===== src/rtl/uart_fifo_tx.sv =====
// FIFO-buffered 8-bit UART transmitter, LSB first, 8N1 by default.
// Define UART_TX_PARITY_EN to add an even-parity bit between data and stop.
module uart_fifo_tx #(
  parameter int CLKS_PER_BIT = 4,
  parameter int DEPTH        = 8
) (
  input  logic       i_Clock,
  input  logic       i_Reset_n,
  input  logic       i_Tx_DV,
  input  logic [7:0] i_Tx_Byte,
  output logic       o_Full,
  output logic       o_Empty,
  output logic       o_Overflow,
  output logic       o_Tx_Serial,
  output logic       o_Tx_Active,
  output logic       o_Tx_Done
);

  localparam int            AW       = (DEPTH > 2) ? $clog2(DEPTH) : 1;
  localparam logic [7:0]    CNT_MAX  = 8'(CLKS_PER_BIT - 1);
  localparam logic [AW:0]   CNT_FULL = (AW+1)'(DEPTH);
  localparam logic [AW:0]   CNT_ONE  = (AW+1)'(1);
  localparam logic [AW-1:0] PTR_ONE  = AW'(1);

`ifdef UART_TX_PARITY_EN
  typedef enum logic [2:0] {IDLE, START, DATA, PARITY, STOP, CLEANUP} state_t;
`else
  typedef enum logic [2:0] {IDLE, START, DATA, STOP, CLEANUP} state_t;
`endif

  state_t        state;
  logic [7:0]    fifo_mem [DEPTH];
  logic [AW-1:0] wr_ptr;
  logic [AW-1:0] rd_ptr;
  logic [AW:0]   count;
  logic [AW:0]   count_nxt;
  logic          wr_en;
  logic          rd_en;
  logic [7:0]    tx_data;
  logic [7:0]    clk_cnt;
  logic [2:0]    bit_idx;
  logic [2:0]    bit_nxt;
  logic          bit_end;

  // A pop frees a slot only from the next cycle on, since o_Full is registered.
  assign wr_en   = i_Tx_DV && !o_Full;
  assign rd_en   = (state == IDLE) && !o_Empty;
  assign bit_end = (clk_cnt == CNT_MAX);
  assign bit_nxt = bit_idx + 3'd1;

  always_comb begin
    count_nxt = count;
    if (wr_en && !rd_en) begin
      count_nxt = count + CNT_ONE;
    end else if (!wr_en && rd_en) begin
      count_nxt = count - CNT_ONE;
    end
  end

  always_ff @(posedge i_Clock) begin
    if (wr_en) begin
      fifo_mem[wr_ptr] <= i_Tx_Byte;
    end
  end

  always_ff @(posedge i_Clock) begin
    if (rd_en) begin
      tx_data <= fifo_mem[rd_ptr];
    end
  end

  always_ff @(posedge i_Clock or negedge i_Reset_n) begin
    if (!i_Reset_n) begin
      wr_ptr     <= '0;
      rd_ptr     <= '0;
      count      <= '0;
      o_Full     <= 1'b0;
      o_Empty    <= 1'b1;
      o_Overflow <= 1'b0;
    end else begin
      if (wr_en) begin
        wr_ptr <= wr_ptr + PTR_ONE;
      end
      if (rd_en) begin
        rd_ptr <= rd_ptr + PTR_ONE;
      end
      count      <= count_nxt;
      o_Full     <= (count_nxt == CNT_FULL);
      o_Empty    <= (count_nxt == '0);
      o_Overflow <= i_Tx_DV && o_Full;
    end
  end

  // Serial outputs are registered and set on the edge that enters each bit.
  always_ff @(posedge i_Clock or negedge i_Reset_n) begin
    if (!i_Reset_n) begin
      state       <= IDLE;
      clk_cnt     <= '0;
      bit_idx     <= '0;
      o_Tx_Serial <= 1'b1;
      o_Tx_Active <= 1'b0;
      o_Tx_Done   <= 1'b0;
    end else begin
      o_Tx_Done <= 1'b0;
      case (state)
        IDLE: begin
          o_Tx_Serial <= 1'b1;
          clk_cnt     <= '0;
          bit_idx     <= '0;
          if (!o_Empty) begin
            state       <= START;
            o_Tx_Serial <= 1'b0;
            o_Tx_Active <= 1'b1;
          end
        end
        START: begin
          if (bit_end) begin
            clk_cnt     <= '0;
            state       <= DATA;
            o_Tx_Serial <= tx_data[0];
          end else begin
            clk_cnt <= clk_cnt + 8'd1;
          end
        end
        DATA: begin
          if (bit_end) begin
            clk_cnt <= '0;
            if (bit_idx == 3'd7) begin
              bit_idx <= '0;
`ifdef UART_TX_PARITY_EN
              state       <= PARITY;
              o_Tx_Serial <= ^tx_data;
`else
              state       <= STOP;
              o_Tx_Serial <= 1'b1;
`endif
            end else begin
              bit_idx     <= bit_nxt;
              o_Tx_Serial <= tx_data[bit_nxt];
            end
          end else begin
            clk_cnt <= clk_cnt + 8'd1;
          end
        end
`ifdef UART_TX_PARITY_EN
        PARITY: begin
          if (bit_end) begin
            clk_cnt     <= '0;
            state       <= STOP;
            o_Tx_Serial <= 1'b1;
          end else begin
            clk_cnt <= clk_cnt + 8'd1;
          end
        end
`endif
        STOP: begin
          if (bit_end) begin
            clk_cnt     <= '0;
            state       <= CLEANUP;
            o_Tx_Active <= 1'b0;
            o_Tx_Done   <= 1'b1;
          end else begin
            clk_cnt <= clk_cnt + 8'd1;
          end
        end
        CLEANUP: begin
          o_Tx_Serial <= 1'b1;
          state       <= IDLE;
        end
        default: begin
          state <= IDLE;
        end
      endcase
    end
  end

endmodule


===== config.mk =====
export PLATFORM = sky130hd
export DESIGN_NAME = uart_fifo_tx
export DESIGN_NICKNAME = d
export VERILOG_FILES = /design/src/rtl/uart_fifo_tx.sv
export SDC_FILE = /design/constraint.sdc
export NUM_CORES = 1
export LEC_CHECK = 0
export BUFFER_PORTS_ARGS = -buffer_cell sky130_fd_sc_hd__buf_4
export CAP_MARGIN = 5
export CORE_AREA = 2 2 114 116
export DETAILED_ROUTE_END_ITERATION = 16
export DIE_AREA = 0 0 116 118
export PLACE_DENSITY = 0.61
export SLEW_MARGIN = 20
export SYNTH_ARGS = -nofsm -noshare
export SYNTH_HDL_FRONTEND = slang
export SYNTH_SLANG_ARGS = --single-unit

===== constraint.sdc =====
create_clock -name i_Clock -period 3.56 [get_ports i_Clock]
set_input_delay 0.534 -clock i_Clock [delete_from_list [all_inputs] [get_ports i_Clock]]
set_output_delay 0.534 -clock i_Clock [all_outputs]
set_load 0.02 [all_outputs]

* After elaboration in Yosys (flattened, before gate mapping)
Memories as Yosys holds them, arrays and structs flattened. A register that Yosys moved wholly into a read port is not among the register bits. Index checks and enable logic that the tools add are counted.
Operators by class: add/sub/neg operators 6, $lt $le $gt $ge 1, eq/ne operators 12, mux-type cells 27, reduce and logical (&&, ||, !) cells 20
Operators by type and width (number):
- $mux 3 | 7
- $pmux 8 s2 | 1
- $pmux 3 s4 | 1
- $mux 1 | 11
- $ne 2x2->1 const B | 5
- $add 3x1->3 const B | 3
- $add 8x1->8 const B | 1
- $eq 8x2->1 const B | 1
- $mux 4 | 2
- $mux 8 | 1
- $eq 3x2->1 const B | 2
- $eq 3x3->1 const B | 2
- $pmux 3 s2 | 1
- $reduce_and 3->1 | 2
- $reduce_bool 2->1 | 3
- $logic_and 1x1->1 | 5
- $reduce_and 5->1 | 1
- $add 4x1->4 const B | 1
- $eq 4x4->1 const B | 1
- $logic_not 1->1 | 4
- $logic_not 4->1 | 1
- $lt 3x4->1 const B | 1
- $pmux 1 s4 | 1
- $reduce_bool 4->1 | 1
- 7 further kinds | 7
Storage, ports and cells: flip-flop bits (word level) 30, memory bits (writable) 64, output and inout port bits 6, logic and storage cells 79, memories 1
Memories:
- fifo_mem | words 8, width 8, read ports 1, clocked after Yosys merged registers in 1, write ports 1, RTL line 32 | logic [7:0] fifo_mem [DEPTH];

* Longest topological paths before layout
Gate-level depths: netlist (run 1).
word-level depth 7, depth in mapped cells 8, depth with buffers taken out 6

* Worst setup path after synthesis (run 1)
Ideal clock, no wire load.
path type reg2reg, start point register clk_cnt[0], end point register o_Tx_Serial, library setup time 0.082 ns, data arrival time 1.978 ns, setup slack 1.500 ns, stages on the path, launching flop included 6, period minus slack after synthesis 2.060 ns, path through dfrtp_1 > ha_1 > or4b_1 > or3_1 > maj3_2 > mux2_4
On the way: cells in the longest elaborated chain, start to end 3
Ends and longest elaborated chain:
- start, declared | RTL line 40 | logic [7:0] clk_cnt;
- start signal, assigned | RTL line 122 | clk_cnt <= clk_cnt + 8'd1;
- start signal, assigned | RTL line 142 | clk_cnt <= clk_cnt + 8'd1;
- start signal, assigned | RTL line 163 | clk_cnt <= clk_cnt + 8'd1;
- $eq 8x2->1 * | RTL line 48 | assign bit_end = (clk_cnt == CNT_MAX);
- $ne 2x2->1 (no line)
- $reduce_and 3->1 (no line) *
- end signal, assigned | RTL line 120 | o_Tx_Serial <= tx_data[0];
- end signal, assigned | RTL line 139 | o_Tx_Serial <= tx_data[bit_nxt];
- end, declared | RTL line 14 | output logic o_Tx_Serial,
Mark *: on every way between the ends. The rest lies on a longest branch, timed or not. A chain may end at the register's enable or synchronous reset.

* Worst setup path in the final report (run 1)
start point register state[2], end point register o_Full
On the way: cells in the longest elaborated chain, start to end 6
Ends and longest elaborated chain:
- start, declared | RTL line 31 | state_t state;
- start signal, assigned | RTL line 97 | state <= IDLE;
- start signal, assigned | RTL line 111 | state <= START;
- start signal, assigned | RTL line 119 | state <= DATA;
- $logic_not 3->1 * | RTL line 47 | assign rd_en = (state == IDLE) && !o_Empty;
- $logic_and 1x1->1 * | RTL line 47
- net rd_en | RTL line 38 | logic rd_en;
- $logic_and 1x1->1 or $logic_not 1->1 (tied branches) | RTL line 55, 53
- $mux 4 or $logic_and 1x1->1 (tied branches) | RTL line 55, 53
- $mux 4 * | RTL line 53 | if (wr_en && !rd_en) begin
- net count_nxt[3] | RTL line 36 | logic [AW:0] count_nxt;
- $eq 4x4->1 * | RTL line 88 | o_Full <= (count_nxt == CNT_FULL);
- end signal, assigned | RTL line 88
- end, declared | RTL line 11 | output logic o_Full,
The timed path passes the listed nets; every way through them passes the cells marked *.

==> impl_metrics.yaml, run 1 <==
drt:
  drt_pass1_iterations: 4
  viasPerCell: 4.84
  drc_errors: 0
  vias: 2265
  antenna_left: 0
  routed_wl_mm: 7.48
  drt_iter0_drc: 149
  post_drt_wl_per_cell_um: 16.0
worst_setup_path:
  path_depth: 6
  crit_slowest_cell: "or4_1"
  worstSetupEndpointType: "flip-flop"
  crit_buf_inv: 1
  cp.required_ps: 3830
  start_kind: "flip-flop"
  ff2ff_path_depth: 6
  worstPathArrival_ps: 2550
  cp_max_fo: 20
  critPathKind: "flip-flop to flip-flop"
  crit_chain: "or4_1 -> clkinv_4 -> nand2_1 -> o22ai_2 -> xor2_1 -> nor3b_2"
  crit_family: "simple AND/OR/NAND/NOR gates"
  max_stage_delay_ps: 730
cells_and_area:
  instances_no_fill: 468
  postLayoutCoreUtil_pct: 39.7
  drive_gt1_share_pct: 26.0
  diodes: 0
  multi_input_area_mm2: 0.00131
  fillers: 1158
  register_area_mm2: 0.00292
  fin_area_mm2: 0.00493
  syn2layout_area_growth_pct: 14.8
  nNetsFinal: 309
synth:
  avgSynthCellArea_um2: 16.0
  syn_area_mm2: 0.00429
  synth_edf_count: 72
  ys.flop_type: "edfxtp_1"
  ys_ff_latch: 102
  synthArstFlopShare_pct: 29.4
  syn_inst: 269
  ys_warn_count: 0
  syn-num-nets: 287
  seq_area_frac_synth_pct: 67.9
  synth_cell_types: 48
placement:
  pre_cts_slack_ps: 1260
  portBuffers: 16
  gp_congestion: 0.747
  dp_cells: 452
  place_area_mm2: 0.00462
  dp_hpwl_mm: 4.89
grt:
  antenna_found_initial: 0
  grt_pass1_wl_mm: 12.4
  grt_max_degree: 31
  gr-total-overflow: 0
  grt_pass1_vias: 2276
  track_usage_pct: 12.1
power_and_ir_drop:
  total_power_mw: 4.06
  power.density_mw_per_mm2: 824
  irDropWorstVdd_mv: 0.408
  p_leak_nw: 1.77
timing:
  fin_crit_ps: 2280
  max-slew-margin-rel_pct: 43.0
  slew_violations: 0
  fin_crit_sh_pct: 64.0
  hold_ws_ps: 107
  clock_skew_ps: 7.69
  finalSetupViolCount: 0
  finalHoldViolCount: 0
  tns_ps: 0
  rsz0062_at_grt: "false"
  max_freq_mhz: 439
  worst_slew_pin_slew_ps: 855
  setup_slack_ps: 1280
floorplan:
  dieWidth_um: 116
  die_y_um: 118
  io_pins: 17
  start_util_pct: 34.6
  coreArea_mm2: 0.0124
  die-area_mm2: 0.0137
  fp-row-count: 41
clock_tree:
  cts_buffer_depth: 2
  cts_root_buf: "clkbuf_16"
  holdBufCountCts: 0
  tritoncts: "built"
  clk_latency_ps: 340
  post-cts-setup-buffers: 0
  cts.sinks: 102
  post_cts_resized: 0
  cts.htree.levels: 3
  cts-buffers-inserted: 9
  path_clk_slew_ps: 70
hold_path:
  min_path_type: "primary input to async pin"
status:
  status: "finished, final reports clean"
job:
  maxCapViolCount: 0
[worst paths after layout]
path | from | end | slack (ps)
max | state[2] | o_Full | 1280
min | i_Reset_n | clk_cnt[5] | 110
max reg2reg | state[2] | o_Full | 1280
min reg2reg | count[3] | count[3] | 500
max in group asynchronous | i_Reset_n | o_Tx_Serial | 3140
min in group i_Clock | i_Tx_DV | o_Overflow | 410
[per-layer routing]
layer / up-vias / global-route usage, % / wire (µm)
met1: 1126 / 16.0 / 3350
met4: 0 / 3.57 / 78
li1: 1077 / - / -
met2: 54 / 19.4 / 3680
met5: - / 0 / 0
met3: 8 / 3.24 / 372
[cell families (layout without fill, tap and decap cells)]
group / Yosys count / after routing / synth area share [%]
flip-flops: 102 / 102 / 67.9
adder cells (fa/ha/maj): 9 / 9 / 2.53
XOR/XNOR: 9 / 9 / 2.01
AO/OA/AOI/OAI: 31 / 31 / 4.98
AND/OR/NAND/NOR: 76 / 76 / 8.92
multiplexers: 28 / 28 / 12.2
buffers and inverters: 14 / 41 / 1.52
[flip-flops by register name (all words and copies together), names as in the netlist, 3 cells and up]
register and flops:
bit_idx 3, wr_ptr 3, count 4, clk_cnt 8, rd_ptr 3, state 3
tx_data 8, fifo_mem 64
[cell usage after synthesis, drive strengths merged (2+ instances only)]
library cell / n / area (µm²)
edfxtp: 72 / 2160
nor3: 6 / 35.0
buf: 5 / 26.3
maj3: 2 / 21.3
and3: 4 / 27.5
a22o: 7 / 61.3
mux4: 18 / 405
nor3b: 3 / 27.5
clkbuf: 5 / 18.8
nand3: 5 / 25.0
nand2: 22 / 82.6
xor2: 3 / 26.3
dfstp: 2 / 52.6
nor2: 20 / 77.6
a21oi: 2 / 10.0
mux2: 10 / 116
xnor2: 6 / 60.1
or3: 3 / 18.8
ha: 7 / 87.6
nor2b: 2 / 12.5
inv: 3 / 11.3
dfrtp: 28 / 701
nand2b: 4 / 25.0
o21ai: 14 / 70.1
o211ai: 2 / 15.0
[layout by cell type (no fill, tap or decap), types with 3 or more instances in the layout]
cell type,n
edfxtp_1,72
dfrtp_1,28
nand2_1,22
buf_4,21
nor2_1,19
mux4_2,18
o21ai_0,14
mux2_2,9
clkbuf_16,9
a22o_1,7
ha_1,7
nand3_1,5
xnor2_1,5
nor3_1,5
nand2b_1,4
inv_1,3
or3_1,3
xor2_1,3
inv_6,3
[worst reg2reg max path: cells and delay by family (launching register included)]
| family | cells | cell delay [ps] |
|---|---|---|
| xor+xnor | 1 | 260 |
| flops | 1 | 580 |
| compound gates | 1 | 130 |
| buf+inv | 1 | 190 |
| simple gates | 3 | 1040 |
[final cells by class]
class / count / share of cell area, %
sequential: 102 / 59.1
multi-input combinational: 153 / 26.6
clock buffer: 9 / 4.57
tap: 172 / 4.36
timing repair buffer: 21 / 3.20
clock inverter: 7 / 1.70
inverter: 4 / 0.406
[power by group]
part           switching [mW]  total [mW]  internal (mW)
registers               0.252        1.84           1.58
clock network           0.451        1.01          0.561
logic                   0.590        1.21          0.623
(Power assumes the default switching activity.)
==> run 2, diff against run 1 <==
Settings changed: ABC_AREA from default to 1, CORE_AREA 2 2 114 116 to 2 2 116 118, DIE_AREA 0 0 116 118 to 0 0 118 120, PLACE_DENSITY 0.61 to 0.6.
Clock period 3.56 ns to 2.3 ns, I/O delays scaled along.
==> impl_metrics.yaml, run 2 <==
status:
  status: "finished, final reports clean"
grt:
  antenna_found_initial: 0
  grt_pass1_vias: 2910
  grt_max_degree: 35
  track_usage_pct: 12.9
  gr-total-overflow: 0
  grt_pass1_wl_mm: 14.1
floorplan:
  die_y_um: 120
  io_pins: 17
  coreArea_mm2: 0.0130
  dieWidth_um: 118
  start_util_pct: 34.1
  die-area_mm2: 0.0142
  fp-row-count: 42
synth:
  yosysTopAreaCell: "edfxtp_1"
  synthArstFlopShare_pct: 29.4
  synthTopCellsByCount: "nand2_1, edfxtp_1, nor2_1"
  synth_cell_types: 29
  ys_warn_count: 0
  avgSynthCellArea_um2: 10.6
  ys_ff_latch: 102
  syn_area_mm2: 0.00443
  synth_edf_count: 72
  synth_top_area_share_pct: 48.8
  yosys-top-cells-area: "edfxtp_1, dfrtp_1, nand2_1, nor2_1, o32ai_1"
  post-synth-top-count-cell: "nand2_1"
  syn-num-nets: 435
  syn_inst: 417
  seq_area_frac_synth_pct: 65.8
  ys.flop_type: "edfxtp_1"
timing:
  clock_skew_ps: 8.37
  max-slew-margin-rel_pct: 53.1
  slew_violations: 0
  hold_ws_ps: 199
  max_freq_mhz: 547
  finalSetupViolCount: 0
  fin_crit_sh_pct: 79.5
  worst_slew_pin_slew_ps: 701
  rsz0062_at_grt: "false"
  setup_slack_ps: 473
  tns_ps: 0
  finalHoldViolCount: 0
  fin_crit_ps: 1830
hold_path:
  hold_end: "o_Overflow"
  holdCritStartpoint: "i_Tx_DV"
  whs_path_depth: 3
  min_path_type: "primary input to flip-flop"
power_and_ir_drop:
  p_leak_nw: 2.04
  power_frac_clock_pct: 22.2
  pwr-share-seq_pct: 42.0
  p_switching_mw: 2.45
  total_power_mw: 6.45
  combPwrFrac_pct: 35.8
  irDropWorstVdd_mv: 0.550
  p_int_mw: 4.00
  power.density_mw_per_mm2: 1270
  swShare_pct: 38.0
placement:
  dp_hpwl_mm: 5.72
  pre_cts_slack_ps: 456
  gp_congestion: 0.770
  portBuffers: 16
  dp_cells: 609
worst_setup_path:
  startpoint: "o_Full"
  crit_buf_inv: 1
  cp.required_ps: 2280
  critPathKind: "flip-flop to flip-flop"
  r2r_end: "fifo_mem[2][2]"
  crit_slowest_cell: "nor2_1"
  cp_max_fo: 8
  crit_chain: "inv_1 -> nand2_1 -> or2_2 -> nor2_1"
  max_stage_delay_ps: 550
  worstSetupEndpointType: "flip-flop"
  ff2ff_path_depth: 4
  crit_family: "simple AND/OR/NAND/NOR gates"
  start_kind: "flip-flop"
  worstPathArrival_ps: 1800
  r2r_setup_slack_ps: 470
  regToRegStartpoint: "o_Full"
cells_and_area:
  instances_no_fill: 626
  diodes: 0
  drive_gt1_share_pct: 12.4
  nNetsFinal: 463
  regMostFlops: "fifo_mem"
  reg.largest.list: "fifo_mem: 64 flops, clk_cnt: 8 flops, tx_data: 8 flops"
  final_common_cell: "nand2_1"
  final_cell_mix: "nand2_1, edfxtp_1, nor2_1"
  largest_register_ff_count: 64
  syn2layout_area_growth_pct: 15.0
clock_tree:
  path_clk_slew_ps: 70
  tritoncts: "built"
  cts_buffer_depth: 2
  cts_root_buf: "clkbuf_16"
  cts-buffers-inserted: 9
  cts.sinks: 102
  clk_latency_ps: 340
  post_cts_resized: 0
  cts.htree.levels: 3
drt:
  post_drt_wl_per_cell_um: 13.5
  route.met2.wl_mm: 4.01
  drt_iter0_drc: 181
  routed_wl_mm: 8.44
  drc_errors: 0
  dr_wl_met3_um: 398
  vias: 2998
  routed.top_layer: "met4"
  viasPerCell: 4.79
  met1_length_mm: 3.94
  drt_pass1_iterations: 4
  antenna_left: 0
job:
  maxCapViolCount: 0
[run 2: cell types whose count changed after synthesis, moves of 5 or more]
cell,delta
o21ai_0,+12
nor2_1,+49
xnor2_1,-5
mux2_2,-9
a22o_1,-6
mux4_2,-18
inv_1,+26
nand2_1,+72
o32ai_1,+16
nand3_1,+21
[run 2: area by class of cell]
class,instances,area (µm²)
Inverter,33,124
Timing Repair Buffer,27,205
Multi-Input combinational cell,272,1350
Tap cell,176,220
Fill cell,1278,7890
Clock buffer,9,225
Sequential cell,102,2920
Clock inverter,7,55.1
[run 2: worst max path at each step]
stage                                 to  slack, ps  depth (start not counted)
after floorplan           fifo_mem[4][0]        620                          4
after global placement    fifo_mem[2][5]        510                          4
after detailed placement  fifo_mem[2][3]        460                          4
after CTS                 fifo_mem[2][7]        460                          4
after global routing      fifo_mem[2][6]        340                          4
final                     fifo_mem[2][2]        470                          4
[run 2: logic make-up (layout without fill, tap and decap cells)]
group                      Yosys count  in the layout  synth area share [%]
AOI/OAI and AO/OA                   53             53                  7.54
xor gates and xnor gates             7              7                  1.38
adders and majority gates            7              7                  1.98
buffers and inverters               43             76                  3.75
DFF                                102            102                  65.8
and+or+nand+nor                    205            205                  19.6
[run 2: metrics by stage]
| stage | cell area (µm²) | utilization, % |
|---|---|---|
| after floorplan | 4430 | - |
| after global placement | 4800 | 37.0 |
| after detailed placement | 4800 | 37.0 |
| after CTS | 5090 | 39.3 |
| after global routing | 5090 | 39.3 |
| final | 5090 | 39.3 |
[run 2: routing by layer]
layer	vias to the layer above	GRT usage (%)
met4	0	4.29
met2	60	21.0
met1	1442	16.6
met3	9	3.75
met5	-	0
li1	1487	-
[run 2: worst reg2reg max path: cells and delay by family, from the launching register on]
kind	cells	cell delay (ps)
and+or+nand+nor	3	1010
DFF	1	390
buffers and inverters	1	60
[run 2: power by group through the flow]
| stage | registers [mW] | logic (mW) | clock network (mW) |
|---|---|---|---|
| after global placement | 2.73 | 2.26 | 0 |
| after floorplan | 2.73 | 1.69 | 0 |
| after CTS | 2.71 | 2.33 | 1.47 |
| after global routing | 2.75 | 2.66 | 1.55 |
| final | 2.71 | 2.31 | 1.43 |
| after detailed placement | 2.74 | 2.32 | 0 |
[run 2: repair_timing]
action	CTS	global route
setup buffers	0	0
endpoints found under the hold margin	28	0
hold buffers	1	0
setup endpoints to repair	0	0
==> run 3, diff against run 2 <==
Settings changed: PLACE_DENSITY 0.6 to 0.62.
Clock period 2.3 ns to 1.5 ns, I/O delays scaled along.
==> impl_metrics.yaml, run 3 (synthesis gave the netlist of run 2 again) <==
cells_and_area:
  instances_no_fill: 648
  diodes: 0
  regMostFlops: "fifo_mem"
  multi_input_area_mm2: 0.00150
  register_area_mm2: 0.00292
  reg.largest.list: "fifo_mem: 64 flops, clk_cnt: 8 flops, tx_data: 8 flops"
  syn2layout_area_growth_pct: 23.0
  final_cell_mix: "nand2_1, edfxtp_1, nor2_1"
  drive_gt1_share_pct: 22.7
  final_common_cell: "nand2_1"
  nNetsFinal: 485
  largest_register_ff_count: 64
  fillers: 1242
  postLayoutCoreUtil_pct: 42.0
  fin_area_mm2: 0.00545
grt:
  antenna_found_initial: 0
  grt_pass1_wl_mm: 14.3
  gr-total-overflow: 0
  grt_max_degree: 32
  track_usage_pct: 13.0
  grt_pass1_vias: 2970
timing:
  slew_violations: 0
  fin_crit_ps: 1420
  setup_slack_ps: 82.6
  rsz0062_at_grt: "true"
  clock_skew_ps: 7.69
  hold_ws_ps: 99.0
  finalHoldViolCount: 0
  finalSetupViolCount: 0
  tns_ps: 0
  worst_slew_pin_slew_ps: 387
  max-slew-margin-rel_pct: 74.2
  fin_crit_sh_pct: 94.5
  max_freq_mhz: 705
placement:
  place_area_mm2: 0.00496
  dp_hpwl_mm: 6.19
  gp_congestion: 0.834
  dp_cells: 622
  portBuffers: 16
  pre_cts_slack_ps: -34.7
clock_tree:
  path_clk_slew_ps: 70
  cts.sinks: 102
  cts-buffers-inserted: 9
  tritoncts: "built"
  cts.htree.levels: 3
  cts_root_buf: "clkbuf_16"
  cts_buffer_depth: 2
  clk_latency_ps: 340
floorplan:
  die_y_um: 120
  fp-row-count: 42
  die-area_mm2: 0.0142
  dieWidth_um: 118
  io_pins: 17
  coreArea_mm2: 0.0130
  start_util_pct: 34.1
drt:
  viasPerCell: 4.78
  routed_wl_mm: 8.88
  antenna_left: 0
  drt_pass1_iterations: 4
  drt_iter0_drc: 201
  post_drt_wl_per_cell_um: 13.7
  vias: 3095
  drc_errors: 0
worst_setup_path:
  regToRegStartpoint: "state[2]"
  start_kind: "flip-flop"
  crit_family: "simple AND/OR/NAND/NOR gates"
  crit_chain: "nor2_4 -> buf_4 -> nand3_2 -> nand3_2 -> nand3b_1 -> nand2_2 -> nand2_1 -> nor2_2"
  ff2ff_path_depth: 8
  crit_slowest_cell: "dfrtp_1"
  cpMostUsedCell: "nand3_2"
  worstPathArrival_ps: 1700
  max_stage_delay_ps: 410
  r2r_setup_slack_ps: 80
  cp_max_fo: 5
  critPathKind: "flip-flop to flip-flop"
  worstSetupEndpointType: "flip-flop"
  r2r_end: "o_Full"
  cp.required_ps: 1780
  crit_buf_inv: 1
hold_path:
  min_path_type: "primary input to flip-flop"
  holdCritStartpoint: "i_Tx_DV"
  hold_end: "o_Overflow"
  whs_path_depth: 3
power_and_ir_drop:
  pwr-share-seq_pct: 37.8
  power.density_mw_per_mm2: 1990
  irDropWorstVdd_mv: 0.850
  p_leak_nw: 2.18
  p_int_mw: 6.80
  p_switching_mw: 4.03
  swShare_pct: 37.2
  power_frac_clock_pct: 21.3
  total_power_mw: 10.8
  combPwrFrac_pct: 40.9
job:
  maxCapViolCount: 0
status:
  status: "finished, final reports clean"
[run 3: cell count changes in the layout (fill, tap and decap cells not counted), moves of 3 or more]
cell     before  now
buf_4        26   45
ha_1          7    4
inv_1        29   26
nand2_1      94   87
nand2_2       3   10
nor2_1       68   61
nor2_2        3    6
nor2_4        1    5
o32ai_1      16   10
o32ai_2       0    6
[run 3: cell type report]
cell class / count / share of cell area (%)
Timing Repair Buffer: 48 / 7.12
Clock inverter: 6 / 1.22
Inverter: 33 / 2.32
Sequential cell: 102 / 53.5
Tap cell: 176 / 4.04
Clock buffer: 10 / 4.20
Multi-Input combinational cell: 273 / 27.6
[run 3: worst min-delay path, stage by stage]
cell	delay [ps]
buf_4	100
nand2_1	40
inv_1	40
[run 3: repair_timing]
action / 4_1_cts / 5_1_grt
gates cloned: 0 / 1
pin swaps: 2 / 9
hold endpoints to repair: 28 / 0
resized for setup: 3 / 26
setup endpoints to repair: 37 / 57
setup buffers: 1 / 7
hold buffers: 1 / 0
[run 3: metal layers]
layer | GRT usage [%] | routed length, µm
met1 | 16.7 | 3920
met3 | 2.99 | 368
met5 | 0 | 0
met4 | 4.97 | 211
met2 | 21.4 | 4380
[run 3: how the worst max path moves through the flow]
stage                     startpoint             end  slack (ps)  depth (start not counted)
after floorplan               o_Full  fifo_mem[5][0]        -120                          5
after global placement        o_Full  fifo_mem[4][6]          30                          4
after detailed placement      o_Full  fifo_mem[4][2]         -30                          4
after CTS                 clk_cnt[0]        state[1]           5                         10
after global routing        state[2]          o_Full         -20                          8
final                       state[2]          o_Full          80                          8
[run 3: power by group through the flow]
stage / sequential (mW) / combinational, mW / clock, mW
final: 4.09 / 4.43 / 2.31
after global routing: 4.15 / 5.01 / 2.49
after CTS: 4.08 / 4.02 / 2.38
after detailed placement: 4.14 / 3.98 / 0
after global placement: 4.13 / 3.86 / 0
after floorplan: 4.18 / 2.65 / 0
